File: config.mk
export PLATFORM = sky130hd
export DESIGN_NAME = spi_host_master
export DESIGN_NICKNAME = d
export VERILOG_FILES = /design/src/rtl/spi_host_master.sv
export SDC_FILE = /design/constraint.sdc
export NUM_CORES = 1
export LEC_CHECK = 0
export ABC_AREA = 1
export CORE_ASPECT_RATIO = 1.25
export CORE_MARGIN = 10
export CORE_UTILIZATION = 50
export DETAILED_ROUTE_END_ITERATION = 8
export PLACE_DENSITY = 0.74
export SKIP_CTS_REPAIR_TIMING = 1
export SLEW_MARGIN = 20
export SYNTH_ARGS = -nofsm -noshare
export SYNTH_HDL_FRONTEND = slang
export SYNTH_SLANG_ARGS = --single-unit
export TNS_END_PERCENT = 10
File: constraint.sdc
create_clock -name clk -period 2.1 [get_ports clk]
set_input_delay 0.42 -clock clk [delete_from_list [all_inputs] [get_ports clk]]
set_output_delay 0.42 -clock clk [all_outputs]
set_load 0.01 [all_outputs]
File: src/rtl/spi_host_master.sv
// SPI mode-0 initiator: byte stream in, framed SPI out, one rx strobe per byte (8th falling SCLK edge).
// Latency: cs/mosi one cycle after acceptance, rx_valid 1+16*CLK_DIV cycles after; tx_ready low while a byte, HOLD or GAP is in flight.
module spi_host_master #(
  parameter int CLK_DIV = 4
) (
  input  logic       clk,
  input  logic       reset,
  input  logic       tx_valid,
  output logic       tx_ready,
  input  logic [7:0] tx_data,
  input  logic       tx_last,
  output logic       rx_valid,
  output logic [7:0] rx_data,
  output logic       busy,
  output logic       spi_sclk,
  output logic       spi_mosi,
  input  logic       spi_miso,
  output logic       spi_cs
);

  typedef enum logic [2:0] {IDLE, LEAD, SHIFT, PAUSE, HOLD, GAP} state_t;

  localparam logic [7:0] DIV_LAST = 8'(CLK_DIV - 1);

  state_t     state, state_nxt;
  logic [7:0] cnt, cnt_nxt;
  logic [2:0] bit_cnt, bit_nxt;
  logic [6:0] tx_sr, tx_sr_nxt;
  logic [6:0] rx_sr, rx_sr_nxt;
  logic       last_q, last_nxt;
  logic       sclk_nxt, mosi_nxt, cs_nxt, rx_valid_nxt;
  logic [7:0] rx_data_nxt;
  logic       accept, cnt_done;

  assign tx_ready = !reset && (state == IDLE || state == PAUSE);
  assign busy     = (state != IDLE);
  assign accept   = tx_valid && tx_ready;
  assign cnt_done = (cnt == DIV_LAST);

  always_comb begin
    state_nxt    = state;
    cnt_nxt      = cnt;
    bit_nxt      = bit_cnt;
    tx_sr_nxt    = tx_sr;
    rx_sr_nxt    = rx_sr;
    last_nxt     = last_q;
    sclk_nxt     = spi_sclk;
    mosi_nxt     = spi_mosi;
    cs_nxt       = spi_cs;
    rx_valid_nxt = 1'b0;
    rx_data_nxt  = rx_data;
    case (state)
      IDLE, PAUSE: begin
        if (accept) begin
          state_nxt = LEAD;
          cnt_nxt   = '0;
          bit_nxt   = '0;
          tx_sr_nxt = tx_data[6:0];
          last_nxt  = tx_last;
          cs_nxt    = 1'b0;
          mosi_nxt  = tx_data[7];
        end
      end
      LEAD: begin
        cnt_nxt = cnt + 8'd1;
        if (cnt_done) begin
          cnt_nxt   = '0;
          sclk_nxt  = 1'b1;
          state_nxt = SHIFT;
        end
      end
      SHIFT: begin
        cnt_nxt = cnt + 8'd1;
        if (cnt_done) begin
          cnt_nxt = '0;
          if (spi_sclk) begin
            // Last cycle of the high half: sample miso, then drop sclk.
            sclk_nxt  = 1'b0;
            rx_sr_nxt = {rx_sr[5:0], spi_miso};
            if (bit_cnt == 3'd7) begin
              rx_valid_nxt = 1'b1;
              rx_data_nxt  = {rx_sr, spi_miso};
              state_nxt    = last_q ? HOLD : PAUSE;
            end else begin
              bit_nxt   = bit_cnt + 3'd1;
              mosi_nxt  = tx_sr[6];
              tx_sr_nxt = {tx_sr[5:0], 1'b0};
            end
          end else begin
            sclk_nxt = 1'b1;
          end
        end
      end
      HOLD: begin
        cnt_nxt = cnt + 8'd1;
        if (cnt_done) begin
          cnt_nxt   = '0;
          cs_nxt    = 1'b1;
          mosi_nxt  = 1'b0;
          state_nxt = GAP;
        end
      end
      GAP: begin
        cnt_nxt = cnt + 8'd1;
        if (cnt_done) begin
          cnt_nxt   = '0;
          state_nxt = IDLE;
        end
      end
      default: state_nxt = IDLE;
    endcase
  end

  always_ff @(posedge clk) begin
    if (reset) begin
      state    <= IDLE;
      cnt      <= '0;
      bit_cnt  <= '0;
      tx_sr    <= '0;
      rx_sr    <= '0;
      last_q   <= 1'b0;
      spi_sclk <= 1'b0;
      spi_mosi <= 1'b0;
      spi_cs   <= 1'b1;
      rx_valid <= 1'b0;
      rx_data  <= '0;
    end else begin
      state    <= state_nxt;
      cnt      <= cnt_nxt;
      bit_cnt  <= bit_nxt;
      tx_sr    <= tx_sr_nxt;
      rx_sr    <= rx_sr_nxt;
      last_q   <= last_nxt;
      spi_sclk <= sclk_nxt;
      spi_mosi <= mosi_nxt;
      spi_cs   <= cs_nxt;
      rx_valid <= rx_valid_nxt;
      rx_data  <= rx_data_nxt;
    end
  end

endmodule

Yosys cells after proc, flatten, opt, wreduce, memory -nomap -nowiden. Cells that the tools add are included.

Register bits after elaboration: 41. Bits of input ports: 13.

Bitwise gates (word level): 3. $add $sub $neg: 2. Reductions and logical operators: 23. Equality and inequality tests: 15. Multiplexer cells: 35.

Operator list (number): $mux W3 (12); $mux W7 (4); $mux W8 (2); $ne A2 B2 Y1 const B (8); $pmux W8 S2 (1); $pmux W3 S5 (1); $pmux W7 S2 (1); $mux W1 (10); $eq A3 B3 Y1 const B (3); $reduce_and A3 Y1 (3); $add A8 B1 Y8 const B (1); $eq A8 B2 Y1 const B (1); $reduce_bool A2 Y1 (4); $reduce_or A4 Y1 (2); $reduce_and A7 Y1 (1); $eq A3 B2 Y1 const B (2); $pmux W3 S2 (1); $reduce_and A6 Y1 (1); $reduce_bool A3 Y1 (2); $reduce_and A5 Y1 (1); $pmux W1 S2 (2); $reduce_and A2 Y1 (2); $reduce_and A4 Y1 (1); $add A3 B1 Y3 const B (1); 8 further kinds (11).

Depth between registers and ports, before layout. Gate-level depths: netlist (run 1).

Depth in word-level cells: 6. Mapped depth: 11.

Worst setup path after synthesis (run 1). Ideal clock, no wire load.

Kind: flip-flop to flip-flop. From: register cnt[0]. To: register bit_cnt[0]. Slack: 0.638 ns. Cell stages (with the launch flop): 10. Data required time: 1.986 ns. Data arrival time: 1.348 ns. Period minus slack after synthesis: 1.462 ns. Path through: dfxtp_1 > ha_1 > nand2_1 > nor2_4 > nand2_4 > nand2_4 > nand3_4 > buf_6 > a21oi_1 > nor2_1.

Word-level cells in the longest chain between the ends: 3.

RTL lines: start, declared (RTL line 26) `logic [7:0] cnt, cnt_nxt;`; start signal, assigned (RTL line 129) `cnt <= cnt_nxt;`; $eq A8 B2 Y1 (RTL line 38) `assign cnt_done = (cnt == DIV_LAST);`; $ne A2 B2 Y1 (no source line); $reduce_and A5 Y1 (no source line); end signal, assigned (RTL line 130) `bit_cnt <= bit_nxt;`; end, declared (RTL line 27) `logic [2:0] bit_cnt, bit_nxt;`.

No other way between the ends. A chain may end at the register's enable or synchronous reset.

Final worst setup path (run 1).
From: register state[2]. To: output port busy.

Word-level cells in the longest chain between the ends: 1.

RTL lines: start, declared (RTL line 25) `state_t state, state_nxt;`; start signal, assigned (RTL line 128) `state <= state_nxt;`; $reduce_bool A3 Y1 (RTL line 36) `assign busy = (state != IDLE);`; end, declared (RTL line 14) `output logic busy,`.

No other way between the ends.

==> results.ini, run 1 <==
[route]
firstDrtPassIters=4
dr.first_iter.drc_count=105
drtAntennaViolNets=0
vias_per_cell=4.86
drcViolationCount=0
wl_mm=4.11
wire_per_inst_um=10.7
via_count=1866

[final_layout]
final_cell_mix=nand2_1 (94), nor2_1 (47), dfxtp_1 (39)
layout_commonest_cell=nand2_1
diodes=0
drive_gt1_share_pct=8.79
nNetsFinal=345
area_growth_pct=20.6

[sta]
relSlewSlack_pct=52.6
final-setup-viol-count=0
fin_crit_sh_pct=91.4
finalHoldViolCount=0
hold_slack_ps=463
tightest_slew_ps=711
period_minus_slack_ps=1920
rsz0062_at_grt=no
slew_viol_final=0
clock_skew_ps=6.28
fmax_mhz=521

[synthesis]
synth_seq_cells=41
yosys_warnings=0
synth_top_area_share_pct=40.3
syn-cell-area_um2=2040
ys.flop_type=dfxtp_1
async_reset_ff_share_pct=0
synthCells=302
synth_edf_count=0
avgSynthCellArea_um2=6.75
seq_area_frac_synth_pct=40.3
syn_nets=318
synth_top_cell_by_area=dfxtp_1
synthTopCellsByArea=dfxtp_1 (40%), nand2_1 (17%), nor2_1 (8.8%)
yosysUniqueCellTypes=25

[cts]
numClockSinks=41
clk_latency_ps=300
path_clk_slew_ps=80
cts_buffers=5
ctsRootBufferMaster=clkbuf_8
cts_tree=yes
cts_buffer_depth=2
cts_htree_levels=2

[setup_path]
crit_fanout=6
worstSetupStartpoint=state[2]
ff2ff_path_depth=9
crit_end=busy
reg2reg_slack_ps=520
reg2reg_to=tx_sr[4]
path_class=register to primary output
crit_required_ps=1680
endpoint_kind=primary output
crit_arrival_ps=1500
rr_startpoint=cnt[0]
worstSetupStartpointType=register

[outcome]
outcome=finished, final reports clean

[power]
total_power_mw=3.32
p_leak_nw=1.10
vdd_drop_max_mv=0.937
powerDensity_nw_per_um2=1350

[floorplan]
die_area_um2=7050
core_area_um2=3850
initial_core_util_pct=53.0
rows=25
fp.dieW_um=77.1
io_pins=27
die_h_um=91.4

[placement]
place_congestion=0.853
port-buffer-count=26
hpwl_mm=3.05

[global_route]
grt_use_met1_pct=12.6
top_usage_layer=met2
grt_pass1_wl_mm=6.96
use_met2_pct=20.1
use_met3_pct=3.85
grt_antenna_before_repair=0
grt_max_degree=25
grt_remaining_overflow=0
grt_usage_pct=11.7
first_global_vias=1670

[flow_run]
drv_cap=0

[hold_path]
hold_path.class=register to register

worst max-delay path, stage by stage (launching register included):
cell and delay [ps]:
dfxtp_1 470, inv_2 120, nand2_1 80, clkdlybuf4s50_1 530
metrics by stage:
stage | instances | instance area [um^2] | worst slack (ps) | util, % | setup TNS, ps
3_5_place_dp | 376 | 2330 | 73.6 | 60.5 | 0
6_report | 384 | 2460 | 180 | 63.9 | 0
4_1_cts | 384 | 2450 | -217 | 63.6 | -217
2_1_floorplan | 302 | 2040 | 638 | - | 0
5_1_grt | 384 | 2460 | 109 | 63.9 | 0
3_3_place_gp | 376 | 2330 | 114 | 60.5 | 0
report_power, final:
part / switching (mW) / internal [mW]
clock: 0.275 / 0.386
combinational: 1.03 / 0.573
sequential: 0.109 / 0.948
total: 1.42 / 1.91
cell families (layout without fill, tap and decap cells):
kind of cell / Yosys count / count (layout) / synth area share (%)
xor+xnor: 1 / 1 / 0.430
simple gates: 171 / 171 / 37.3
fa+ha+maj: 3 / 3 / 1.84
buf+inv: 41 / 69 / 8.53
flops: 41 / 41 / 40.3
compound gates: 45 / 45 / 11.6
Yosys cell counts (2+ instances only):
master and number:
a21oi_1 24, nor3_1 3, nand3_1 11, buf_6 2, nor2_4 6, inv_2 4
nand2_4 2, nand4_1 2, nand2_1 94, dfxtp_1 41, ha_1 3, nand3_4 2
o21ai_0 17, nand2_2 2, inv_1 30, clkbuf_1 3, nor2_1 48
metal layers:
layer  share of wire (%)  up-vias
li1                    -     1004
met1                  48      830
met2                  47       24
met3                 3.3        8
met4                 1.8        0
met5                   0        -
worst min path at each step:
stage                            end  cells past startpoint  startpoint
after floorplan           rx_data[7]                      2    rx_sr[6]
after global placement        spi_cs                      2      spi_cs
after detailed placement      spi_cs                      2      spi_cs
after CTS                 rx_data[2]                      2  rx_data[2]
after global routing      rx_data[7]                      2  rx_data[7]
final                     rx_data[2]                      2  rx_data[2]
layout make-up:
class | instances | area, um^2
well taps | 54 | 67.6
multi-input cells | 220 | 1050
repair buffers | 27 | 270
flip-flops and latches | 41 | 826
fillers | 363 | 1390
clock buffers | 6 | 82.6
clock inverters | 2 | 37.5
inverters | 34 | 128
state kept, by name, summed over array words and instances, names as in the netlist:
signal,cells
bit_cnt,3
spi_sclk,1
spi_cs,1
rx_sr,7
last_q,1
rx_valid,1
cnt,8
tx_sr,7
state,3
spi_mosi,1
rx_data,8
No activity file was read; power rests on OpenSTA's default activity.
==> run 2: changes to the inputs <==
- GPL_TIMING_DRIVEN: unset -> 0
- SKIP_CTS_REPAIR_TIMING: 1 -> unset
- SLEW_MARGIN: 20 -> 10
==> results.ini, run 2 (synthesized netlist as in run 1, its figures left out) <==
[floorplan]
rows=25
initial_core_util_pct=53.0
die_h_um=91.4
io_pins=27
die_area_um2=7050
fp.dieW_um=77.1
core_area_um2=3850

[outcome]
outcome=finished, final reports clean

[global_route]
grt_pass1_wl_mm=7.56
grt_antenna_before_repair=0
first_global_vias=1768
grt_remaining_overflow=0
grt_usage_pct=12.7
grt_max_degree=13

[cts]
cts_htree_levels=2
path_clk_slew_ps=80
ctsRootBufferMaster=clkbuf_8
numClockSinks=41
hold_buffers=0
clk_latency_ps=300
cts_buffer_depth=2
cts_buffers=5
cts_tree=yes

[power]
total_power_mw=3.36
p_leak_nw=1.11
vdd_drop_max_mv=0.951
powerDensity_nw_per_um2=1360

[route]
vias_per_cell=4.78
firstDrtPassIters=6
drtAntennaViolNets=0
dr.first_iter.drc_count=52
drcViolationCount=0
wl_mm=4.36
via_count=1860
wire_per_inst_um=11.2

[sta]
period_minus_slack_ps=1930
hold_slack_ps=461
fmax_mhz=519
relSlewSlack_pct=70.5
tightest_slew_ps=438
clock_skew_ps=4.99
fin_crit_sh_pct=91.8
fin_tns_setup_ps=0
rsz0062_at_grt=no
finalHoldViolCount=0
slew_viol_final=0
final-setup-viol-count=0

[final_layout]
reg_top3=cnt x8, rx_data x8
drive_gt1_share_pct=8.96
area_growth_pct=21.4
nNetsFinal=351
final_cell_mix=nand2_1 (94), nor2_1 (47), dfxtp_1 (41)
final_area_um2=2470
diodes=0
layout_commonest_cell=nand2_1
instances_no_fill=389

[flow_run]
drv_cap=0

[hold_path]
hold-path-endpoint=rx_data[7]
worstHoldPathCells=2
hold_path.startpoint=rx_sr[6]
hold_path.class=register to register

[placement]
place_inst=382
place_area_um2=2370
hpwl_mm=3.28
place_congestion=0.876
port-buffer-count=26

[setup_path]
worstSetupStartpointType=primary input
endpoint_kind=primary output
crit_arrival_ps=1510
crit_required_ps=1680
reg2reg_to=bit_cnt[1]
ff2ff_path_depth=9
crit_fanout=10
reg2reg_slack_ps=460
path_class=primary input to primary output
rr_startpoint=bit_cnt[0]

## run 2: per-stage QoR
step	worst slack, ps	util, %
global placement	-329	61.5
global route	60.6	64.3
finish	172	64.3
detailed placement	-338	61.5
CTS	161	64.3
floorplan	638	-
## run 2: worst max-delay path, stage by stage
cell,delay (ps)
clkdlybuf4s50_1,430
clkbuf_4,220
nor2_2,150
dlygate4sd2_1,290
## run 2: per-layer routing
layer | track usage [%] | vias up | wire length [um]
met5 | 0 | - | 0
met4 | 4.57 | 0 | 71
met3 | 3.65 | 8 | 180
met2 | 22.4 | 25 | 2060
met1 | 14.1 | 818 | 2050
li1 | - | 1009 | -
## run 2: timing repair
action	CTS	global route
resized for setup	4	0
endpoints found under the setup margin	1	0
setup buffers	0	0
## run 2: where the power goes
group          internal [mW]  total (mW)  switching, mW
Sequential             0.940        1.03         0.0862
Combinational          0.628        1.72           1.09
Clock                  0.346       0.617          0.272
Total                   1.91        3.36           1.45
## run 2: cell type report
class / instances / area [um^2]
plain buffers: 7 / 50.0
clock buffers: 5 / 68.8
clock inverters: 2 / 35.0
fillers: 381 / 1370
inverters: 34 / 128
multi-input cells: 220 / 1050
flip-flops and latches: 41 / 821
well taps: 54 / 67.6
repair buffers: 26 / 259
## run 2: worst max-delay path by stage
stage	start	to	slack, ps
after global routing	state[1]	tx_ready	60
final	reset	tx_ready	170
after floorplan	cnt[0]	bit_cnt[0]	640
after global placement	reset	tx_ready	-330
after detailed placement	reset	tx_ready	-340
after CTS	reset	tx_ready	160
